`src/rtl/pwm_dds_pkg.sv`:
```
// Shared widths, reset constants and the sine lookup for the DDS/PWM tone generator.
// Latency: none (types, constants and pure functions only).
// Backpressure: not applicable.
package pwm_dds_pkg;

  localparam int PHASE_W   = 32;
  localparam int TOP_W     = 8;
  localparam int CMP_W     = 9;
  localparam int IDX_W     = 8;
  localparam int CMP_SHIFT = 3;
  localparam int SAW_SHIFT = 2;

  localparam logic [TOP_W-1:0] TOP_RESET_DEF = 8'd63;

  // Quarter-wave amplitude round(255*sin(pi*k/128)) for k = 0..64.
  function automatic logic [7:0] quarter_sin(input logic [6:0] k);
    logic [7:0] v;
    case (k)
      7'd0:  v = 8'd0;   7'd1:  v = 8'd6;   7'd2:  v = 8'd13;  7'd3:  v = 8'd19;
      7'd4:  v = 8'd25;  7'd5:  v = 8'd31;  7'd6:  v = 8'd37;  7'd7:  v = 8'd44;
      7'd8:  v = 8'd50;  7'd9:  v = 8'd56;  7'd10: v = 8'd62;  7'd11: v = 8'd68;
      7'd12: v = 8'd74;  7'd13: v = 8'd80;  7'd14: v = 8'd86;  7'd15: v = 8'd92;
      7'd16: v = 8'd98;  7'd17: v = 8'd103; 7'd18: v = 8'd109; 7'd19: v = 8'd115;
      7'd20: v = 8'd120; 7'd21: v = 8'd126; 7'd22: v = 8'd131; 7'd23: v = 8'd136;
      7'd24: v = 8'd142; 7'd25: v = 8'd147; 7'd26: v = 8'd152; 7'd27: v = 8'd157;
      7'd28: v = 8'd162; 7'd29: v = 8'd167; 7'd30: v = 8'd171; 7'd31: v = 8'd176;
      7'd32: v = 8'd180; 7'd33: v = 8'd185; 7'd34: v = 8'd189; 7'd35: v = 8'd193;
      7'd36: v = 8'd197; 7'd37: v = 8'd201; 7'd38: v = 8'd205; 7'd39: v = 8'd208;
      7'd40: v = 8'd212; 7'd41: v = 8'd215; 7'd42: v = 8'd219; 7'd43: v = 8'd222;
      7'd44: v = 8'd225; 7'd45: v = 8'd228; 7'd46: v = 8'd231; 7'd47: v = 8'd233;
      7'd48: v = 8'd236; 7'd49: v = 8'd238; 7'd50: v = 8'd240; 7'd51: v = 8'd242;
      7'd52: v = 8'd244; 7'd53: v = 8'd246; 7'd54: v = 8'd247; 7'd55: v = 8'd249;
      7'd56: v = 8'd250; 7'd57: v = 8'd251; 7'd58: v = 8'd252; 7'd59: v = 8'd253;
      7'd60: v = 8'd254; 7'd61: v = 8'd254; 7'd62: v = 8'd255; 7'd63: v = 8'd255;
      default: v = 8'd255;
    endcase
    return v;
  endfunction

  // Full-period sample round(256+255*sin(2*pi*idx/256)) built from the quarter wave
  // by mirroring in the 2nd/4th quadrants and negating in the lower half.
  function automatic logic [CMP_W-1:0] sine_lookup(input logic [IDX_W-1:0] idx);
    logic [6:0] k;
    logic [7:0] a;
    if (idx[IDX_W-2]) k = 7'd64 - {1'b0, idx[5:0]};
    else              k = {1'b0, idx[5:0]};
    a = quarter_sin(k);
    return idx[IDX_W-1] ? (9'd256 - {1'b0, a}) : (9'd256 + {1'b0, a});
  endfunction

endpackage

```
`src/rtl/pwm_dds_sine_rom.sv`:
```
// 256x9 sine table indexed by the top phase byte.
// Latency: 1 clock (registered output, cleared by reset).
// Backpressure: none; a new index is looked up every clock.
module pwm_dds_sine_rom
  import pwm_dds_pkg::*;
(
  input  logic             i_clk,
  input  logic             i_rst_n,
  input  logic [IDX_W-1:0] i_idx,
  output logic [CMP_W-1:0] o_dat
);

  logic [CMP_W-1:0] dat_d;
  logic [CMP_W-1:0] dat_q;

  // Table lookup for the current index.
  always_comb begin
    dat_d = sine_lookup(i_idx);
  end

  // Output register gives the synchronous-ROM read behaviour.
  always_ff @(posedge i_clk or negedge i_rst_n) begin
    if (!i_rst_n) dat_q <= '0;
    else          dat_q <= dat_d;
  end

  assign o_dat = dat_q;

endmodule

```
`src/rtl/pwm_dds_core.sv`:
```
// DDS phase accumulator driving a 6-bit-level PWM audio output; PWM_DDS_SINE_EN selects sine ROM, else sawtooth.
// Latency: delta/top take effect next edge / next PWM cycle end; phase->compare 1 clock.
// Backpressure: none; valid strobes are captured unconditionally, no ready.
module pwm_dds_core
  import pwm_dds_pkg::*;
#(
  parameter logic [TOP_W-1:0] TOP_RESET = TOP_RESET_DEF
) (
  input  logic               i_clk,
  input  logic               i_rst_n,
  input  logic [TOP_W-1:0]   i_top,
  input  logic               i_top_valid,
  input  logic [PHASE_W-1:0] i_phase_delta,
  input  logic               i_phase_delta_valid,
  output logic [PHASE_W-1:0] o_phase,
  output logic               o_pwm,
  output logic               o_pwm_n,
  output logic               o_cycle_end
);

  logic [PHASE_W-1:0] phase_q, phase_d;
  logic [PHASE_W-1:0] delta_q, delta_d;
  logic [TOP_W-1:0]   cnt_q, cnt_d;
  logic [TOP_W-1:0]   top_act_q, top_act_d;
  logic [TOP_W-1:0]   top_pend_q, top_pend_d;
  logic [CMP_W-1:0]   cmp_act_q, cmp_act_d;
  logic [CMP_W-1:0]   cmp_cur;
  logic [IDX_W-1:0]   idx;
  logic               cycle_end;

  assign idx = phase_q[PHASE_W-1 -: IDX_W];

`ifdef PWM_DDS_SINE_EN
  logic [CMP_W-1:0] rom_dat;

  pwm_dds_sine_rom u_sine_rom (
    .i_clk   (i_clk),
    .i_rst_n (i_rst_n),
    .i_idx   (idx),
    .o_dat   (rom_dat)
  );

  assign cmp_cur = rom_dat >> CMP_SHIFT;
`else
  logic [CMP_W-1:0] cmp_q, cmp_d;

  // Sawtooth level straight from the phase index.
  always_comb begin
    cmp_d = {1'b0, idx} >> SAW_SHIFT;
  end

  // Register the level so both waveform builds share the same latency.
  always_ff @(posedge i_clk or negedge i_rst_n) begin
    if (!i_rst_n) cmp_q <= '0;
    else          cmp_q <= cmp_d;
  end

  assign cmp_cur = cmp_q;
`endif

  assign cycle_end = (cnt_q == top_act_q);

  // Next-state: accumulator, parameter capture and period-aligned shadow updates.
  always_comb begin
    phase_d    = phase_q + delta_q;
    delta_d    = i_phase_delta_valid ? i_phase_delta : delta_q;
    // A coincident top strobe lands in pending; the old pending value goes live now.
    top_pend_d = i_top_valid ? i_top : top_pend_q;
    cnt_d      = cnt_q + 8'd1;
    top_act_d  = top_act_q;
    cmp_act_d  = cmp_act_q;
    if (cycle_end) begin
      cnt_d     = '0;
      top_act_d = top_pend_q;
      cmp_act_d = cmp_cur;
    end
  end

  // State registers.
  always_ff @(posedge i_clk or negedge i_rst_n) begin
    if (!i_rst_n) begin
      phase_q    <= '0;
      delta_q    <= '0;
      cnt_q      <= '0;
      top_act_q  <= TOP_RESET;
      top_pend_q <= TOP_RESET;
      cmp_act_q  <= '0;
    end else begin
      phase_q    <= phase_d;
      delta_q    <= delta_d;
      cnt_q      <= cnt_d;
      top_act_q  <= top_act_d;
      top_pend_q <= top_pend_d;
      cmp_act_q  <= cmp_act_d;
    end
  end

  assign o_phase     = phase_q;
  assign o_pwm       = ({1'b0, cnt_q} < cmp_act_q);
  assign o_pwm_n     = ~o_pwm;
  assign o_cycle_end = cycle_end;

endmodule

```
`config.mk`:
```
export PLATFORM = sky130hd
export DESIGN_NAME = pwm_dds_core
export DESIGN_NICKNAME = d
export VERILOG_FILES = /design/src/rtl/pwm_dds_pkg.sv /design/src/rtl/pwm_dds_sine_rom.sv /design/src/rtl/pwm_dds_core.sv
export SDC_FILE = /design/constraint.sdc
export NUM_CORES = 1
export LEC_CHECK = 0
export ABC_AREA = 1
export CAP_MARGIN = 25
export CORE_MARGIN = 10
export CORE_UTILIZATION = 40
export CTS_BUF_LIST = sky130_fd_sc_hd__clkbuf_2 sky130_fd_sc_hd__clkbuf_4 sky130_fd_sc_hd__clkbuf_8
export DETAILED_ROUTE_END_ITERATION = 12
export SETUP_SLACK_MARGIN = 0.5
export SLEW_MARGIN = 20
export SYNTH_ARGS = -nofsm -noshare
export SYNTH_HDL_FRONTEND = slang
export SYNTH_SLANG_ARGS = --single-unit
```
`constraint.sdc`:
```
create_clock -name i_clk -period 3.9 [get_ports i_clk]
set_clock_uncertainty 0.15 [all_clocks]
set_input_delay 0.78 -clock i_clk [delete_from_list [all_inputs] [get_ports i_clk]]
set_output_delay 0.78 -clock i_clk [all_outputs]
set_load 0.02 [all_outputs]
```
==> impl_metrics.ini <==
[outcome]
status = completed

[cts]
clockBufferDepth = 2
worstSkewPairLatency_ns = 0.38
path_clk_slew_ns = 0.10
clockRootBuffer = clkbuf_8
cts_setup_buffers = 0
htreeDepth = 3
cts_made_buffers = 9
cts_tree = built
cts.sinks = 100

[worst_hold_path]
hold_path.class = flop to flop
hold_path_depth = 0

[finish]
fin_nets = 934
drive_gt1_share_pct = 9.10
stdcell_area_mm2 = 0.00711
antennaDiodeCount = 0
areaGrowthSynthToFinish_pct = 20.1

[place]
portBuffers = 78
placed_cell_area_mm2 = 0.00689
detailed_place_hpwl_um = 10600
gp_congestion = 0.918

[setup_path]
crit_cells = 7
slowest_delay_ns = 0.62
crit_type = flop to primary output
start_kind = flop
crit_family = buffers and inverters
crit_path_max_fanout = 21
ff2ff_path_depth = 12
arrival_ns = 2.30
required_ns = 2.97
critPathSlowestCell = clkdlybuf4s50_1
crit_path_end_kind = primary output
cp_num_buf_inv = 3
cp_cell_sequence = inv_1 > nand2_1 > nand4_1 > nor2_1 > nand2_4 > inv_6 > clkdlybuf4s50_1

[floorplan]
start_util_pct = 40.7
die_area_mm2 = 0.0201
io_pins = 79
placementRows = 44
die_y_um = 142
die_w_um = 142
core_mm2 = 0.0145

[drt]
via_count = 4793
avgViaCountPerCell = 4.60
drc = 0
drtIter0Drc = 262
ant_nets = 0
finalWirelength_um = 13400
drt_pass1_iterations = 5
wl_per_cell_um = 12.9

[yosys]
syn_area_per_cell_um2 = 7.70
synth_seq_area_share_pct = 42.5
synth_warnings = 0
synth_area_mm2 = 0.00592
synth_cell_types = 32
syn_nets = 851
ys_ff_latch = 100
syn_inst = 769

[global_routing]
grt-ovfl-total = 0
grt_pass1_wl_um = 22400
grt_pass1_vias = 4625
grtUsageTotal_pct = 13.7
grt_max_degree = 60
antenna_found_initial = 0

[power_and_ir_drop]
vdd_drop_max_mv = 0.443
p_leak_nw = 3.82
powerDensity_mw_per_mm2 = 765

[timing]
tns_ns = 0
drv_slew = 0
rsz0062_at_grt = true
relSlewSlack_pct = 50.5
finalSetupViolCount = 0
max_freq_mhz = 310
tightest_slew_ns = 0.743
hold_viol = 0
post-route-period-util_pct = 82.8
timing.final.crit_period_ns = 3.23

[run]
cap_violations = 0
-- cell usage after synthesis (all sizes together) --
library cell,count,share of area (%)
a2111oi,1,0.15
a21o,1,0.13
a21oi,26,2.2
buf,6,0.97
clkbuf,2,0.13
dfrtp,88,37
dfstp,12,5.3
fa,1,0.34
ha,37,7.8
inv,143,9.1
mux2,32,6.1
nand2,282,18
nand3,30,2.5
nand4,8,0.85
nor2,46,3.0
nor3,7,0.68
nor3b,1,0.21
o21ai,25,2.1
o21bai,2,0.25
or2,3,0.32
xnor2,2,0.30
xor2,14,2.1
-- worst paths after layout --
| check | startpoint | endpoint | slack (ns) |
|---|---|---|---|
| worst max-delay path | top_act_q[1] | o_cycle_end | 0.67 |
| max in group asynchronous | i_rst_n | o_phase[19] | 2.61 |
| min in group asynchronous | i_rst_n | top_pend_q[7] | 0.29 |
| worst min register to register | o_phase[30] | cmp_cur[4] | 0.27 |
| worst max register to register | o_phase[0] | o_phase[20] | 1.62 |
| worst min-delay path | o_phase[30] | cmp_cur[4] | 0.27 |
-- cell usage in the layout (no fill, tap or decap), drive strengths merged, types with 2 or more instances in the layout --
cell type      count
o21bai             2
clkinvlp           2
or2                3
o21ai             25
buf                3
nand2            282
dfrtp             88
clkbuf            10
inv              145
dfstp             12
nor2              46
xnor2              2
nand3             30
nor3               7
nand4              8
ha                37
a21oi             26
xor2              14
clkdlybuf4s50     77
mux2              32
-- logic make-up after synthesis --
| group | Yosys count | share of synthesized area, % |
|---|---|---|
| AND/OR/NAND/NOR | 377 | 25.8 |
| buffers and inverters | 151 | 10.2 |
| flip-flops | 100 | 42.5 |
| AO/OA/AOI/OAI | 55 | 4.84 |
| adder cells (fa/ha/maj) | 38 | 8.16 |
| multiplexers | 32 | 6.08 |
| XOR/XNOR | 16 | 2.37 |
-- registers in the layout, summed over array words and instances, names as in the netlist --
name / flops
delta_q: 32
o_phase: 32
top_pend_q: 8
cnt_q: 8
top_act_q: 8
cmp_act_q: 6
cmp_cur: 6
-- where the power goes --
group,total (mW),switching (mW),internal [mW]
registers,1.66,0.242,1.42
clock network,0.691,0.372,0.319
logic,3.09,1.87,1.22
-- metrics by stage --
step | worst slack (ns) | utilization [%] | cells | hold slack (ns) | power (mW)
4_1_cts | 0.508 | 48.9 | 1041 | 0.276 | 5.52
2_1_floorplan | 1.51 | - | 769 | 0.280 | 3.76
5_1_grt | 0.490 | 48.9 | 1041 | 0.285 | 6.00
3_5_place_dp | 0.957 | 47.4 | 1025 | 0.241 | 4.77
3_3_place_gp | 0.971 | 47.4 | 1025 | 0.244 | 4.76
6_report | 0.670 | 48.9 | 1041 | 0.272 | 5.44
-- per-layer routing --
layer	share of wire, %	vias to the layer above	GRT usage, %
met4	1.2	0	3.34
li1	-	2537	-
met5	0	-	0
met3	5.3	11	4.47
met1	48	2159	17.5
met2	46	86	22.0
-- cell type report --
class | instances | area, µm²
multi-input cells | 518 | 2810
clock inverters | 6 | 70.1
repair buffers | 80 | 806
inverters | 143 | 542
well taps | 184 | 230
fillers | 1476 | 7420
flip-flops and latches | 100 | 2520
clock buffers | 10 | 138
-- repair_timing --
action,4_1_cts,5_1_grt
hold buffers,0,0
gates resized for setup,0,3
setup endpoints to repair,0,2
Power figures use the tool's default switching activity.
